==> src/rtl/rele_bank_ctrl_if.sv <==
// Relay-bank request/drive bundle: per-channel en/clr requests in, relay drive and dwell status out.
// Latency: none (wires only); the controller registers out/busy one cycle after the sampled request.
// Backpressure: none; requests are level-sampled every cycle, and busy reports dwell status only.
//
// Ports (signals):
//   en   [N_CH]  turn-on request per channel, driven by master
//   clr  [N_CH]  turn-off request per channel, driven by master, wins over en
//   out  [N_CH]  relay drive, 1 = relay closed, driven by slave
//   busy [N_CH]  channel is inside a minimum-on/off dwell, driven by slave
interface rele_bank_ctrl_if #(
    parameter int N_CH = 4
) ();
    logic [N_CH-1:0] en;
    logic [N_CH-1:0] clr;
    logic [N_CH-1:0] out;
    logic [N_CH-1:0] busy;

    modport master (
        output en,
        output clr,
        input  out,
        input  busy
    );

    modport slave (
        input  en,
        input  clr,
        output out,
        output busy
    );
endinterface

==> src/rtl/rele_bank_ctrl.sv <==
// Multi-channel relay controller with per-channel minimum-on/minimum-off dwell (anti-short-cycle).
// Latency: out/busy are registered and follow a sampled request by one cycle.
// Backpressure: none; requests seen during a dwell are held as a pending bit and applied at dwell end.
//
// Ports: clk (rising edge), rst (async, active low), bus (rele_bank_ctrl_if.slave: en, clr, out, busy).
// Optional build macro RELE_INTERLOCK_EN: at most one relay closed at a time; when several
// channels try to close in the same cycle, the lowest index wins and the rest retry each cycle.
module rele_bank_ctrl #(
    parameter int N_CH    = 4,
    parameter int MIN_ON  = 16,
    parameter int MIN_OFF = 16,
    parameter int CNT_W   = 8
) (
    input  logic             clk,
    input  logic             rst,
    rele_bank_ctrl_if.slave  bus
);

    typedef enum logic [1:0] {
        ST_OFF      = 2'd0,
        ST_ON_HOLD  = 2'd1,
        ST_ON       = 2'd2,
        ST_OFF_HOLD = 2'd3
    } state_t;

    // Timers count down to zero, so a dwell of N cycles loads N-1.
    localparam logic [CNT_W-1:0] ON_LOAD  = CNT_W'(MIN_ON - 1);
    localparam logic [CNT_W-1:0] OFF_LOAD = CNT_W'(MIN_OFF - 1);
    localparam logic [CNT_W-1:0] CNT_ONE  = CNT_W'(1);

    state_t           state_q [N_CH];
    state_t           state_d [N_CH];
    logic [CNT_W-1:0] timer_q [N_CH];
    logic [CNT_W-1:0] timer_d [N_CH];
    logic [N_CH-1:0]  pend_q, pend_d;
    logic [N_CH-1:0]  out_q, out_d;
    logic [N_CH-1:0]  busy_q, busy_d;

    logic [N_CH-1:0]  set_req;   // en without clr: clr always dominates
    logic [N_CH-1:0]  pend_upd;  // pending bit after this cycle's request is folded in
    logic [N_CH-1:0]  want;      // channel is trying to close its relay this cycle
    logic [N_CH-1:0]  grant;     // permission to close the relay this cycle

    // Pending update and close-request detection. The dwell-end decision uses the
    // updated pending bit so a request sampled on the last dwell cycle still counts.
    always_comb begin
        set_req  = '0;
        pend_upd = '0;
        want     = '0;
        for (int i = 0; i < N_CH; i++) begin
            set_req[i] = bus.en[i] & ~bus.clr[i];
            case (state_q[i])
                ST_ON_HOLD: begin
                    if (bus.clr[i])      pend_upd[i] = 1'b1;
                    else if (set_req[i]) pend_upd[i] = 1'b0;
                    else                 pend_upd[i] = pend_q[i];
                end
                ST_OFF_HOLD: begin
                    if (bus.clr[i])      pend_upd[i] = 1'b0;
                    else if (set_req[i]) pend_upd[i] = 1'b1;
                    else                 pend_upd[i] = pend_q[i];
                end
                default: pend_upd[i] = 1'b0;
            endcase
            want[i] = ((state_q[i] == ST_OFF) && set_req[i]) ||
                      ((state_q[i] == ST_OFF_HOLD) && (timer_q[i] == '0) && pend_upd[i]);
        end
    end

`ifdef RELE_INTERLOCK_EN
    // A channel may close only while every other relay is open; among those that
    // qualify in the same cycle, the lowest index is granted.
    always_comb begin
        logic [N_CH-1:0] others;
        logic            taken;
        grant  = '0;
        others = '0;
        taken  = 1'b0;
        for (int i = 0; i < N_CH; i++) begin
            others    = out_q;
            others[i] = 1'b0;
            if (want[i] && (others == '0) && !taken) begin
                grant[i] = 1'b1;
                taken    = 1'b1;
            end
        end
    end
`else
    always_comb begin
        grant = want;
    end
`endif

    // Per-channel next-state logic.
    always_comb begin
        pend_d = pend_upd;
        out_d  = '0;
        busy_d = '0;
        for (int i = 0; i < N_CH; i++) begin
            state_d[i] = state_q[i];
            timer_d[i] = timer_q[i];
            case (state_q[i])
                ST_OFF: begin
                    if (grant[i]) begin
                        state_d[i] = ST_ON_HOLD;
                        timer_d[i] = ON_LOAD;
                    end
                end
                ST_ON_HOLD: begin
                    if (timer_q[i] != '0) begin
                        timer_d[i] = timer_q[i] - CNT_ONE;
                    end else if (pend_upd[i]) begin
                        state_d[i] = ST_OFF_HOLD;
                        timer_d[i] = OFF_LOAD;
                        pend_d[i]  = 1'b0;
                    end else begin
                        state_d[i] = ST_ON;
                    end
                end
                ST_ON: begin
                    if (bus.clr[i]) begin
                        state_d[i] = ST_OFF_HOLD;
                        timer_d[i] = OFF_LOAD;
                    end
                end
                ST_OFF_HOLD: begin
                    if (timer_q[i] != '0) begin
                        timer_d[i] = timer_q[i] - CNT_ONE;
                    end else if (pend_upd[i]) begin
                        // Without a grant the channel parks here with timer at 0
                        // and pending kept, retrying every cycle.
                        if (grant[i]) begin
                            state_d[i] = ST_ON_HOLD;
                            timer_d[i] = ON_LOAD;
                            pend_d[i]  = 1'b0;
                        end
                    end else begin
                        state_d[i] = ST_OFF;
                    end
                end
                default: begin
                    state_d[i] = ST_OFF;
                    timer_d[i] = '0;
                    pend_d[i]  = 1'b0;
                end
            endcase
            out_d[i]  = (state_d[i] == ST_ON_HOLD) || (state_d[i] == ST_ON);
            busy_d[i] = (state_d[i] == ST_ON_HOLD) || (state_d[i] == ST_OFF_HOLD);
        end
    end

    always_ff @(posedge clk or negedge rst) begin
        if (!rst) begin
            for (int i = 0; i < N_CH; i++) begin
                state_q[i] <= ST_OFF;
                timer_q[i] <= '0;
            end
            pend_q <= '0;
            out_q  <= '0;
            busy_q <= '0;
        end else begin
            for (int i = 0; i < N_CH; i++) begin
                state_q[i] <= state_d[i];
                timer_q[i] <= timer_d[i];
            end
            pend_q <= pend_d;
            out_q  <= out_d;
            busy_q <= busy_d;
        end
    end

    assign bus.out  = out_q;
    assign bus.busy = busy_q;

endmodule

==> src/flat_wrapper.sv <==
// flat-port wrapper written by rule: the top's interface ports become plain ports
module rele_bank_ctrl_flat 
#(
    parameter int N_CH    = 4,
    parameter int MIN_ON  = 16,
    parameter int MIN_OFF = 16,
    parameter int CNT_W   = 8
)
  (clk, rst, bus_en, bus_clr, bus_out, bus_busy);
  rele_bank_ctrl_if #(.N_CH(N_CH)) bus_i ();
  input  logic clk;
  input  logic rst;
  input wire logic [$bits(bus_i.en)-1:0] bus_en;
  input wire logic [$bits(bus_i.clr)-1:0] bus_clr;
  output wire logic [$bits(bus_i.out)-1:0] bus_out;
  output wire logic [$bits(bus_i.busy)-1:0] bus_busy;
  assign bus_i.en = bus_en;
  assign bus_i.clr = bus_clr;
  assign bus_out = bus_i.out;
  assign bus_busy = bus_i.busy;
  rele_bank_ctrl #(.N_CH(N_CH), .MIN_ON(MIN_ON), .MIN_OFF(MIN_OFF), .CNT_W(CNT_W)) u_core (.clk(clk), .rst(rst), .bus(bus_i));
endmodule
==> config.mk <==
export PLATFORM = sky130hd
export DESIGN_NAME = rele_bank_ctrl_flat
export DESIGN_NICKNAME = d
export VERILOG_FILES = /design/src/rtl/rele_bank_ctrl_if.sv /design/src/rtl/rele_bank_ctrl.sv /design/src/flat_wrapper.sv
export SDC_FILE = /design/constraint.sdc
export NUM_CORES = 1
export LEC_CHECK = 0
export ABC_AREA = 1
export CORE_MARGIN = 2
export CORE_UTILIZATION = 36
export CTS_BUF_LIST = sky130_fd_sc_hd__clkbuf_8
export DETAILED_ROUTE_END_ITERATION = 7
export PLACE_DENSITY = 0.55
export SYNTH_ARGS = -nofsm -noshare
export SYNTH_HDL_FRONTEND = slang
export SYNTH_SLANG_ARGS = --single-unit
==> constraint.sdc <==
create_clock -name clk -period 2 [get_ports clk]
set_input_delay 0.4 -clock clk [delete_from_list [all_inputs] [get_ports clk]]
set_output_delay 0.4 -clock clk [all_outputs]
set_load 0.01 [all_outputs]
# Yosys cells after proc, flatten, opt, wreduce, memory -nomap -nowiden
# Cells that the tools add are included.
# op_classes
bitwise	8
n_addsub	4
reduce_logical	40
eq_ne	36
muxes	96
# ops
operator	count
$mux 8	24
$pmux 8 s4	4
$mux 2	20
$mux 1	36
$eq 2x2->1 const B	16
$logic_not 8->1	4
$pmux 2 s4	4
$reduce_bool 8->1	4
$sub 8x1->8 const B	4
$eq 2x1->1 const B	8
$pmux 1 s2	8
$logic_and 1x1->1	12
$logic_or 1x1->1	12
$ne 3x1->1 const B	4
$ne 3x2->1 const B	4
$reduce_and 3->1	4
$logic_not 2->1	4
$ne 2x2->1 const B	4
$and 1x1->1	4
$not 1->1	4
# word_totals
input_bits	10
word_cells	195
ff_bits	52
out_inout_bits	8

# Logic depth before layout (Yosys ltp)
# Gate-level depths: netlist of the first run.
# depth
depth_word	13
ltp_mapped	12
mapped_depth_nobuf	12

# Least setup slack after synthesis of the first run
# Ideal clock, no wire load.
# synth_timing
path_type	reg2reg
startpoint	register u_core.timer_q[8] (netlist name)
endpoint	register u_core.timer_q[9] (netlist name)
path_stages_with_launch	10
synth_period_minus_slack_ns	1.534
required_time_ns	1.879
arrival_ns	1.413
slack_ns	0.466
path_cell_list	dfrtp_1 -> inv_1 -> ha_1 -> nand3_1 -> nor2_4 -> nand2_1 -> nor2_2 -> a21oi_2 -> o21ai_0 -> nor2_1
# synth_between
elab_chain_cells	8
# synth_rtl
item	line	text
from (decl)	rele_bank_ctrl.sv:33	logic [CNT_W-1:0] timer_q [N_CH];
from (signal, indexed assignment)	rele_bank_ctrl.sv:164	timer_q[i] <= timer_d[i];
$logic_not 8->1	rele_bank_ctrl.sv:66	((state_q[i] == ST_OFF_HOLD) && (timer_q[i] == '0) && pend_upd[i]);
$logic_and 1x1->1 (2 in series)	rele_bank_ctrl.sv:66	
$logic_or 1x1->1	rele_bank_ctrl.sv:65	want[i] = ((state_q[i] == ST_OFF) && set_req[i]) ||
$mux 8 (2 in series)	-	
$mux 8	rele_bank_ctrl.sv:127	if (timer_q[i] != '0) begin
$pmux 8 s4	rele_bank_ctrl.sv:102	case (state_q[i])
# Parallel ways exist; a longest one is shown, timed or not. The select of a mux whose other input is x is not followed.
# A chain may end at the register's enable or synchronous reset.

# Worst setup path after layout of the first run
# layout_timing
startpoint	register u_core.busy_q[2] (netlist: u_core.bus.busy[2])
endpoint	output bus_busy[2]
# layout_rtl
item	line	text
from (decl)	rele_bank_ctrl.sv:37	logic [N_CH-1:0] busy_q, busy_d;
from (signal assigned)	rele_bank_ctrl.sv:168	busy_q <= busy_d;
to (decl)	flat_wrapper.sv:16	output wire logic [$bits(bus_i.busy)-1:0] bus_busy;
# No word-level cell between the ends.

==> run summary, run 1 <==
HOLD PATH
-------------------------------------------------------------------------------------------
Class of the most critical hold timing path .................................. input port to asynchronous set/reset pin

CLOCK TREE
-------------------------------------------------------------------------------------------
Number of buffers created by CTS .............................................            5
Number of hold-repair buffers added at the cts stage .........................            0
CTS tree .....................................................................        built
Buffers inserted by post-CTS timing repair ...................................            0
Clock network latency to the later pin of the worst-skew pair ................       300 ps
Post-cts sizing count ........................................................            0
Clock tree root driver cell ..................................................     clkbuf_8
CTS sink cnt .................................................................           48
Clock transition at the registers of the reported paths ......................        90 ps
Htree depth ..................................................................            2
Bufs on Longest Clock Path ...................................................            2

CRITICAL PATH
-------------------------------------------------------------------------------------------
Largest stage delay, worst path ..............................................       590 ps
Cells along the critical path ................................................ clkdlybuf4s50_1
CP bufs+invs .................................................................            1
CP delay by family, top ...................................................... buffers and inverters
Setup crit start ............................................................. u_core.bus.busy[2]
Cell depth of the worst flop-to-flop path ....................................           11
Data arrival time at the worst-slack endpoint ................................      1390 ps
Largest driver fanout on the critical path ...................................            8
Setup crit start kind ........................................................    flip-flop
Slowest-stage cell, CP ....................................................... clkdlybuf4s50_1
Crit path kind ............................................................... flip-flop to output port
Category of the worst setup path capture point ...............................  output port
Required time reported for the critical path endpoint ........................      1600 ps
Reg-to-reg startpoint ........................................................ u_core.timer_q[8]
WP depth .....................................................................            1

TIMING
-------------------------------------------------------------------------------------------
Fmax .........................................................................      558 MHz
Share of the clock period used by the worst path after layout ................        0.896
Final Hold Vio Count .........................................................            0
Setup violation total in the final timing report .............................            0
RSZ-0062 raised after global routing .........................................        false
Setup skew after layout ......................................................      5.05 ps
Slew headroom ................................................................        0.722
Max-slew violation total from the final report ...............................            0
Tmin final ...................................................................      1790 ps
Slew at the pin with the worst max-slew slack ................................       413 ps
TNS Setup ....................................................................         0 ps

SYNTH
-------------------------------------------------------------------------------------------
Warning count from the yosys run .............................................            0
Gate count of the mapped netlist .............................................          410
Net count after synthesis ....................................................          428
Cell area after technology mapping ...........................................    3030 um^2
Post-Synthesis Mean Instance Area ............................................    7.38 um^2
Mux contribution to synthesized area .........................................            0
Main combinational cell family by area after synthesis ....................... simple AND/OR/NAND/NOR gates
Xor and xnor area share after synthesis ......................................       0.0318
Number of synthesized register bits ..........................................           48
Simple-gate share of the synthesized area ....................................        0.300
Adder and majority cell fraction of the synthesized area .....................       0.0331
Sequential area share after synthesis ........................................        0.397
Top cells by area in the synthesized netlist ................................. dfrtp_1 40%, nand2_1 9.3%, inv_1 8.4%
Share of the synthesized area in compound gates (AO/OA/AOI/OAI) ..............        0.141
Cell taking the most area after synthesis ....................................      dfrtp_1
Yosys top cell area share ....................................................        0.397
Library cells used by synthesis ..............................................           31

LAYOUT
-------------------------------------------------------------------------------------------
Fill cell count ..............................................................          872
Layout cell share with drive strength beyond 1 ...............................       0.0880
Post-route cell area .........................................................    3440 um^2
Most common cell after layout, fill and taps aside ...........................      nand2_1
Signed area change from the synthesized netlist to the final layout ..........        13.6%
Commonest cells after routing, fill and taps aside ........................... 75 x nand2_1, 68 x inv_1, 52 x nor2_1
Total number of nets in the final design .....................................          450
Number of diodes .............................................................            0
Final Core Density ...........................................................        0.420

DIE
-------------------------------------------------------------------------------------------
Initial core utilization .....................................................        0.370
Die extent in x ..............................................................      95.7 um
DIE AREA .....................................................................    9150 um^2
Floorplan Core Area ..........................................................    8180 um^2
FP Rows ......................................................................           33
Die Y-Extent .................................................................      95.7 um
Number of I/O pins ...........................................................           18

GLOBAL ROUTE
-------------------------------------------------------------------------------------------
Largest net degree at the start of global routing ............................           26
Via count of the first global-routing pass ...................................         2480
Wire length of the first global-routing pass .................................     10700 um
Number of antenna violations at the first check in global routing ............            0
Total global routing track utilization .......................................        0.145
Remaining global-route overflow ..............................................            0

PLACED DESIGN
-------------------------------------------------------------------------------------------
Count of buffers inserted at the top-level ports .............................           17
HPWL reported at the end of detailed placement ...............................      4540 um
Global placement routability congestion ......................................        0.791
Area of placed instances .....................................................    3310 um^2

ROUTING
-------------------------------------------------------------------------------------------
Routed length per instance ...................................................      11.3 um
Post-Route WL ................................................................      6070 um
Total vias in the final route ................................................         2618
Average vias per placed instance .............................................         4.88
Number of design-rule violations left by the first detailed-router iteration .           84
DRC violation count after routing ............................................            0
Pre-Repair DR Iteration Count ................................................            4
Detail Route Antenna Nets ....................................................            0

POWER
-------------------------------------------------------------------------------------------
Leak pwr .....................................................................      1.65 nW
Max IR drop VDD ..............................................................     0.544 mV
Power per unit of standard cell area ......................................... 1480 nW/um^2
PnR Total Power ..............................................................      5.08 mW

RUN STATUS
-------------------------------------------------------------------------------------------
Status .......................................................................    completed

RUN
-------------------------------------------------------------------------------------------
Max Cap Violations ...........................................................            0

-- metrics by stage --
stage | worst slack, ps | std cells | hold WS (ps)
6_report | 209 | 537 | 90.0
5_1_grt | 59.6 | 537 | 111
4_1_cts | 196 | 537 | 96.7
3_5_place_dp | 39.8 | 530 | 433
3_3_place_gp | 91.6 | 530 | 426
2_1_floorplan | 466 | 410 | 104
-- state kept, by name, summed over array words and instances, names as in the netlist --
name and flops:
u_core.state_q 5, u_core.timer_q 32, u_core.pend_q 4, u_core.bus.busy 3, u_core.bus.out 4
-- area by class of cell --
cell class | instances | area [um^2] | share of cell area
Multi-Input combinational cell | 288 | 1530 | 0.446
Sequential cell | 48 | 1200 | 0.350
Inverter | 70 | 263 | 0.0765
Timing Repair Buffer | 19 | 180 | 0.0524
Tap cell | 105 | 131 | 0.0382
Clock buffer | 5 | 68.8 | 0.0200
Clock inverter | 2 | 60.1 | 0.0175
-- synthesized netlist by cell type (all sizes together) --
master,number
nand2,79
inv,70
nor2,68
dfrtp,48
nand3,31
o21ai,31
a21oi,22
nor3,10
o22ai,9
xor2,9
ha,8
nand4,8
buf,4
a22oi,3
a21boi,2
a31oi,2
xnor2,2
nor4,1
o211ai,1
o21bai,1
o31ai,1
-- where the power goes --
part / switching, mW / total, mW / internal [mW]
Sequential: 0.399 / 1.83 / 1.43
Combinational: 1.45 / 2.41 / 0.963
Clock: 0.339 / 0.831 / 0.493
-- routing by layer --
layer  global-route usage  up-vias  share of wire
met1                0.184     1227           0.49
li1                     -     1363              -
met2                0.253       23           0.47
met5                    0        -              0
met4               0.0357        0          0.010
met3               0.0285        5          0.025
-- cell families after synthesis --
family | after synthesis
AOI/OAI and AO/OA | 72
xor gates and xnor gates | 11
adders and majority gates | 8
buffers and inverters | 74
DFF | 48
and+or+nand+nor | 197
-- final timing paths --
path                                      end  slack [ps]
hold / removal             u_core.timer_q[17]          90
min in group clk            u_core.timer_q[6]         480
setup reg to reg            u_core.timer_q[8]         260
hold reg to reg             u_core.timer_q[6]         480
setup / recovery                  bus_busy[2]         210
max in group asynchronous  u_core.timer_q[28]        1650
No activity file was read; power rests on OpenSTA's default activity.
==> run 2: changes to the inputs <==
--- a/config.mk
+++ b/config.mk
@@ -6,7 +6,7 @@
 export NUM_CORES = 1
 export LEC_CHECK = 0
 export ABC_AREA = 1
-export CORE_MARGIN = 2
+export CORE_MARGIN = 3
 export CORE_UTILIZATION = 36
 export CTS_BUF_LIST = sky130_fd_sc_hd__clkbuf_8
 export DETAILED_ROUTE_END_ITERATION = 7
@@ -14,3 +14,4 @@
 export SYNTH_ARGS = -nofsm -noshare
 export SYNTH_HDL_FRONTEND = slang
 export SYNTH_SLANG_ARGS = --single-unit
+export TNS_END_PERCENT = 100
==> run 2 against run 1 <==
Global-route usage down 1.2 points; sequential share of layout area up 0.051 points; routed wire length down 2.1%; highest routed layer unchanged; critical path type unchanged.
==> run summary, run 2 (synthesis gave the netlist of run 1 again) <==
CLOCK TREE
-------------------------------------------------------------------------------------------
Clock network latency to the later pin of the worst-skew pair ................       300 ps   about the same
Clock transition at the registers of the reported paths ......................       100 ps   about the same
Bufs on Longest Clock Path ...................................................            2   unchanged
Htree depth ..................................................................            2   unchanged
Post-cts sizing count ........................................................            0   unchanged
Number of buffers created by CTS .............................................            5   unchanged
Clock tree root driver cell ..................................................     clkbuf_8
Buffers inserted by post-CTS timing repair ...................................            0   unchanged
Number of hold-repair buffers added at the cts stage .........................            0   unchanged
CTS sink cnt .................................................................           48   unchanged
CTS tree .....................................................................        built

TIMING
-------------------------------------------------------------------------------------------
Tmin final ...................................................................      1810 ps   +22.1 ps
Setup skew after layout ......................................................      13.5 ps   +8.49 ps
RSZ-0062 raised after global routing .........................................        false
TNS Setup ....................................................................         0 ps   unchanged
Fmax .........................................................................      551 MHz   -1.2%
Setup violation total in the final timing report .............................            0   unchanged
Final Hold Vio Count .........................................................            0   unchanged
Slew headroom ................................................................        0.724   +0.00170
Share of the clock period used by the worst path after layout ................        0.907   +0.0110
Slew at the pin with the worst max-slew slack ................................       411 ps   -2.53 ps
Max-slew violation total from the final report ...............................            0   unchanged

LAYOUT
-------------------------------------------------------------------------------------------
Flip-flop count of the largest register after layout .........................           32   unchanged
Total number of nets in the final design .....................................          450   unchanged
Register with the most flip-flops ............................................ u_core.timer_q
Biggest registers after layout ............................................... u_core.timer_q (32), u_core.state_q (5)
Layout cell share with drive strength beyond 1 ...............................       0.0901   +0.00211
Most common cell after layout, fill and taps aside ...........................      nand2_1
Number of non-filler instances in the completed layout .......................          535   -0.37%
Commonest cells after routing, fill and taps aside ........................... 75 x nand2_1, 68 x inv_1, 52 x nor2_1
Number of diodes .............................................................            0   unchanged
Signed area change from the synthesized netlist to the final layout ..........        13.4%

CRITICAL PATH
-------------------------------------------------------------------------------------------
Reg-to-reg slack, setup ......................................................       250 ps   about the same
Largest stage delay, worst path ..............................................       600 ps   about the same
Cells along the critical path ................................................ clkdlybuf4s50_1
Reg-to-reg startpoint ........................................................ u_core.timer_q[8]
Largest driver fanout on the critical path ...................................            8   unchanged
Data arrival time at the worst-slack endpoint ................................      1410 ps   +20 ps
Slowest-stage cell, CP ....................................................... clkdlybuf4s50_1
Endpoint of the worst register-to-register path .............................. u_core.timer_q[11]
Required time reported for the critical path endpoint ........................      1600 ps   about the same
CP bufs+invs .................................................................            1   unchanged
Setup crit start kind ........................................................    flip-flop
CP delay by family, top ...................................................... buffers and inverters
Cell depth of the worst flop-to-flop path ....................................           10   -1
Crit path kind ............................................................... flip-flop to output port
Category of the worst setup path capture point ...............................  output port

DIE
-------------------------------------------------------------------------------------------
Die extent in x ..............................................................      97.7 um   +2.1%
Die Y-Extent .................................................................      97.7 um   +2.1%
Initial core utilization .....................................................        0.382   +0.0116
Floorplan Core Area ..........................................................    7930 um^2   -3.0%
DIE AREA .....................................................................    9540 um^2   +4.2%
Number of I/O pins ...........................................................           18   unchanged
FP Rows ......................................................................           32   -3.0%

ROUTING
-------------------------------------------------------------------------------------------
DRC violation count after routing ............................................            0   unchanged
Total vias in the final route ................................................         2565   -2.0%
Routed length per instance ...................................................      11.1 um   -1.7%
Average vias per placed instance .............................................         4.79   -1.7%
Detail Route Antenna Nets ....................................................            0   unchanged
Number of design-rule violations left by the first detailed-router iteration .          110   +31%
Pre-Repair DR Iteration Count ................................................            4   unchanged
Post-Route WL ................................................................      5950 um   -2.1%

POWER
-------------------------------------------------------------------------------------------
Max IR drop VDD ..............................................................     0.504 mV   -7.5%
Clk pwr share ................................................................        0.145   -0.019
PnR Total Power ..............................................................      5.01 mW   -1.4%
Leak pwr .....................................................................      1.65 nW   -0.30%
Switching share of power .....................................................        0.443   +0.0119
Proportion of power drawn by combinational gates .............................        0.491   +0.016
Power per unit of standard cell area ......................................... 1460 nW/um^2   -1.2%
Part of the total power dissipated in sequential elements ....................        0.364   +0.003
Cell-internal power ..........................................................      2.79 mW   -3.4%
Switching power ..............................................................      2.22 mW   +1.4%

RUN
-------------------------------------------------------------------------------------------
Max Cap Violations ...........................................................            0   unchanged

PLACED DESIGN
-------------------------------------------------------------------------------------------
HPWL reported at the end of detailed placement ...............................      4490 um   -1.2%
Global placement routability congestion ......................................        0.872   +10%
Inst Count DP ................................................................          527   -0.57%
Count of buffers inserted at the top-level ports .............................           17   unchanged

RUN STATUS
-------------------------------------------------------------------------------------------
Status .......................................................................    completed

GLOBAL ROUTE
-------------------------------------------------------------------------------------------
Via count of the first global-routing pass ...................................         2453   -1.1%
Wire length of the first global-routing pass .................................     10800 um   +1.4%
Number of antenna violations at the first check in global routing ............            0   unchanged
Remaining global-route overflow ..............................................            0   unchanged
Largest net degree at the start of global routing ............................           49   +88%
Total global routing track utilization .......................................        0.134   -0.0115

HOLD PATH
-------------------------------------------------------------------------------------------
Class of the most critical hold timing path .................................. input port to asynchronous set/reset pin

[run 2: changes by cell type in the layout (fill, tap and decap cells not counted)]
cell        before  now
buf_12           0    1
buf_4            2    1
bufinv_16        2    1
clkinvlp_4       0    1
inv_6            0    1
[run 2: how the worst max path moves through the flow]
stage | start | end | slack (ps) | depth (start not counted)
after floorplan | u_core.timer_q[8] | u_core.timer_q[9] | 470 | 9
after global placement | bus_clr[2] | u_core.timer_q[11] | 60 | 10
after global routing | u_core.timer_q[9] | u_core.timer_q[8] | 20 | 11
final | u_core.bus.busy[2] | bus_busy[2] | 190 | 1
after detailed placement | bus_clr[2] | u_core.timer_q[11] | 50 | 10
after CTS | u_core.bus.busy[2] | bus_busy[2] | 190 | 1
[run 2: area by class of cell]
cell class              count  area [um^2]
multi-input cells         288         1530
inverters                  70          263
clock inverters             3         46.3
fillers                   839         4500
well taps                 102          128
repair buffers             19          193
clock buffers               5         68.8
flip-flops and latches     48         1200
[run 2: per-layer routing]
metal / vias up / wire, um / GRT usage
met2: 24 / 2680 / 0.217
met3: 5 / 130 / 0.0266
met5: - / 0 / 0
li1: 1365 / - / -
met4: 0 / 48 / 0.0319
met1: 1171 / 3080 / 0.183
[run 2: per-stage QoR]
stage / instance area [um^2] / util / setup WS (ps) / hold slack [ps]
global route: 3430 / 0.433 / 17.3 / 61.9
global placement: 3320 / 0.418 / 56.8 / 405
detailed placement: 3320 / 0.418 / 53.4 / 409
finish: 3430 / 0.433 / 187 / 69.1
floorplan: 3030 / - / 466 / 104
CTS: 3430 / 0.433 / 187 / 63.9
[run 2: power groups by stage]
stage               Combinational [mW]  Clock, mW  Sequential [mW]
finish                            2.46      0.728             1.82
global route                      2.88      0.804             1.90
global placement                  2.46          0             1.83
CTS                               2.48      0.761             1.82
detailed placement                2.47          0             1.84
floorplan                         1.89          0             1.79
==> run 3: changes to the inputs <==
--- a/config.mk
+++ b/config.mk
@@ -5,7 +5,6 @@
 export SDC_FILE = /design/constraint.sdc
 export NUM_CORES = 1
 export LEC_CHECK = 0
-export ABC_AREA = 1
 export CORE_MARGIN = 3
 export CORE_UTILIZATION = 36
 export CTS_BUF_LIST = sky130_fd_sc_hd__clkbuf_8
==> run 3 against run 2 <==
Setup slack got worse by 100 ps; power fell by 8.1%; hold slack improved by 23 ps; clock-buffer cell count did not move; synthesized area fell by 13%; final cell count fell by 22%; sequential cell count did not move; highest routed layer unchanged.
==> run summary, run 3 <==
PLACED DESIGN
-------------------------------------------------------------------------------------------
HPWL reported at the end of detailed placement ...............................      3800 um   -15%
Pre-CTS setup slack ..........................................................     -70.7 ps   -124 ps
Area of placed instances .....................................................    3120 um^2   -6.0%
Count of buffers inserted at the top-level ports .............................           17   unchanged
Inst Count DP ................................................................          406   -23%
Global placement routability congestion ......................................        0.792   -9.2%

CRITICAL PATH
-------------------------------------------------------------------------------------------
WP depth .....................................................................            4   +3
Largest stage delay, worst path ..............................................       540 ps   -60 ps
Data arrival time at the worst-slack endpoint ................................      2110 ps   +700 ps
Largest driver fanout on the critical path ...................................            5   -3
Crit path kind ............................................................... flip-flop to flip-flop
CP delay by family, top ...................................................... simple AND/OR/NAND/NOR gates
Required time reported for the critical path endpoint ........................      2190 ps   +590 ps
Category of the worst setup path capture point ...............................    flip-flop
Setup crit start kind ........................................................    flip-flop
Cell depth of the worst flop-to-flop path ....................................            4   -6
Cells along the critical path ................................................ or4_4 -> or4_1 -> and3_1 -> a211o_1
Slowest-stage cell, CP .......................................................        or4_4
CP bufs+invs .................................................................            0   -1

TIMING
-------------------------------------------------------------------------------------------
Slew headroom ................................................................        0.613   -0.111
Max-slew violation total from the final report ...............................            0   unchanged
TNS Setup ....................................................................         0 ps   unchanged
Slew at the pin with the worst max-slew slack ................................       580 ps   +169 ps
Tmin final ...................................................................      1920 ps   +104 ps
Worst hold slack across all endpoints ........................................      91.6 ps   +22.5 ps
Share of the clock period used by the worst path after layout ................        0.959   +0.0521
Setup ws final ...............................................................      82.4 ps   -104 ps
Final Hold Vio Count .........................................................            0   unchanged
Setup violation total in the final timing report .............................            0   unchanged
RSZ-0062 raised after global routing .........................................        false
Fmax .........................................................................      521 MHz   -5.4%
Setup skew after layout ......................................................      1.76 ps   -11.8 ps

SYNTH
-------------------------------------------------------------------------------------------
Number of synthesized register bits ..........................................           48   unchanged
Yosys top cell area share ....................................................        0.456   +0.0593
Most frequently used flop master after synthesis .............................      dfrtp_1
Library cells used by synthesis ..............................................           58   +87%
Post-Synthesis Mean Instance Area ............................................    9.71 um^2   +32%
Share of flip-flops with an asynchronous set or reset ........................         1.00   unchanged
Most instantiated cells after synthesis ...................................... 48 x dfrtp_1, 21 x inv_1, 21 x nor2_1, 15 x nor3_1, 14 x a21oi_1
Net count after synthesis ....................................................          289   -32%
Cell taking the most area after synthesis ....................................      dfrtp_1
Post-synth EDFFs .............................................................            0   unchanged
Cell area after technology mapping ...........................................    2630 um^2   -13%
Top cells by area in the synthesized netlist ................................. dfrtp_1 46%, ha_1 3.8%, inv_1 3.0%
Sequential area share after synthesis ........................................        0.456   +0.0593
Warning count from the yosys run .............................................            0   unchanged
Gate count of the mapped netlist .............................................          271   -34%
Cell with the most instances after synthesis .................................      dfrtp_1

RUN
-------------------------------------------------------------------------------------------
Max Cap Violations ...........................................................            0   unchanged

POWER
-------------------------------------------------------------------------------------------
Cell-internal power ..........................................................      2.87 mW   +2.8%
Max IR drop VDD ..............................................................     0.458 mV   -9.0%
Part of the total power dissipated in sequential elements ....................        0.389   +0.025
Leak pwr .....................................................................      1.45 nW   -12%
Clk pwr share ................................................................        0.150   +0.005
Switching share of power .....................................................        0.377   -0.0658
Switching power ..............................................................      1.73 mW   -22%
Proportion of power drawn by combinational gates .............................        0.461   -0.030
PnR Total Power ..............................................................      4.60 mW   -8.1%
Power per unit of standard cell area ......................................... 1410 nW/um^2   -3.2%

DIE
-------------------------------------------------------------------------------------------
DIE AREA .....................................................................    8380 um^2   -12%
Initial core utilization .....................................................        0.379   -0.00253
Number of I/O pins ...........................................................           18   unchanged
Floorplan Core Area ..........................................................    6940 um^2   -12%
Die extent in x ..............................................................      91.5 um   -6.3%
FP Rows ......................................................................           30   -6.3%
Die Y-Extent .................................................................      91.5 um   -6.3%

CLOCK TREE
-------------------------------------------------------------------------------------------
CTS tree .....................................................................        built
Number of buffers created by CTS .............................................            5   unchanged
Clock network latency to the later pin of the worst-skew pair ................       300 ps   about the same
Clock tree root driver cell ..................................................     clkbuf_8
Number of hold-repair buffers added at the cts stage .........................            0   unchanged
Clock transition at the registers of the reported paths ......................        90 ps   about the same
Htree depth ..................................................................            2   unchanged
Bufs on Longest Clock Path ...................................................            2   unchanged
CTS sink cnt .................................................................           48   unchanged

GLOBAL ROUTE
-------------------------------------------------------------------------------------------
Number of antenna violations at the first check in global routing ............            0   unchanged
Wire length of the first global-routing pass .................................      9370 um   -13%
Largest net degree at the start of global routing ............................           26   -47%
Total global routing track utilization .......................................        0.136   +0.00198
Via count of the first global-routing pass ...................................         2035   -17%
Remaining global-route overflow ..............................................            0   unchanged

LAYOUT
-------------------------------------------------------------------------------------------
Total number of nets in the final design .....................................          336   -25%
Most common cell after layout, fill and taps aside ...........................      dfrtp_1
Signed area change from the synthesized netlist to the final layout ..........        23.8%
Post-route cell area .........................................................    3260 um^2   -5.0%
Biggest registers after layout ............................................... u_core.timer_q (32), u_core.state_q (5)
Fill cell count ..............................................................          642   -23%
Flip-flop count of the largest register after layout .........................           32   unchanged
Layout cell share with drive strength beyond 1 ...............................        0.182   +0.0917
Number of diodes .............................................................            0   unchanged
Final Core Density ...........................................................        0.469   +0.0366
Commonest cells after routing, fill and taps aside ........................... 48 x dfrtp_1, 32 x buf_4, 22 x inv_1
Number of non-filler instances in the completed layout .......................          415   -22%
Register with the most flip-flops ............................................ u_core.timer_q

ROUTING
-------------------------------------------------------------------------------------------
Total vias in the final route ................................................         2138   -17%
Post-Route WL ................................................................      5250 um   -12%
Detail Route Antenna Nets ....................................................            0   unchanged
Number of design-rule violations left by the first detailed-router iteration .           64   -42%
DRC violation count after routing ............................................            0   unchanged
Routed length per instance ...................................................      12.7 um   +14%
Average vias per placed instance .............................................         5.15   +7.5%
Pre-Repair DR Iteration Count ................................................            4   unchanged

HOLD PATH
-------------------------------------------------------------------------------------------
Class of the most critical hold timing path .................................. input port to asynchronous set/reset pin

RUN STATUS
-------------------------------------------------------------------------------------------
Status .......................................................................    completed

run 3: final timing paths:
| check | endpoint | start | slack [ps] |
|---|---|---|---|
| worst max-delay path | u_core.timer_q[23] | u_core.timer_q[18] | 80 |
| worst min-delay path | u_core.pend_q[3] | rst | 90 |
| worst max register to register | u_core.timer_q[23] | u_core.timer_q[18] | 80 |
| worst min register to register | u_core.timer_q[31] | u_core.timer_q[31] | 510 |
| max in group asynchronous | u_core.pend_q[0] | rst | 1370 |
| min in group clk | u_core.timer_q[31] | u_core.timer_q[31] | 510 |
run 3: power groups by stage:
stage	combinational [mW]	sequential, mW	clock (mW)
floorplan	1.36	1.79	0
global placement	2.06	1.81	0
detailed placement	2.08	1.82	0
CTS	2.09	1.80	0.720
global route	2.41	1.87	0.765
finish	2.12	1.79	0.690
run 3: cell type report:
type,count,area (um^2),share of cell area
repair buffers,50,425,0.131
clock inverters,3,38.8,0.0119
multi-input cells,192,1330,0.407
flip-flops and latches,48,1200,0.369
clock buffers,5,68.8,0.0211
well taps,96,120,0.0369
inverters,21,78.8,0.0242
run 3: layer usage:
metal	vias to the layer above	GRT usage	wire length [um]
met3	2	0.0348	163
li1	1099	-	-
met4	0	0.0377	29
met5	-	0	0
met2	27	0.206	2410
met1	1010	0.190	2650
run 3: logic make-up after synthesis:
group / after synthesis / share of synthesized area
AOI/OAI and AO/OA: 79 / 0.218
xor gates and xnor gates: 10 / 0.0333
adders and majority gates: 8 / 0.0380
buffers and inverters: 31 / 0.0509
DFF: 48 / 0.456
muxes: 1 / 0.00428
and+or+nand+nor: 94 / 0.199
run 3: repair_timing:
action                                  CTS  global route
endpoints found under the setup margin    0            14
buffers inserted                          0             1
gates resized for setup                   0             6
run 3: worst reg2reg max path, stage by stage (launching register included):
cell     delay, ps
dfrtp_1        420
or4_4          540
or4_1          430
and3_1         200
a211o_1        220
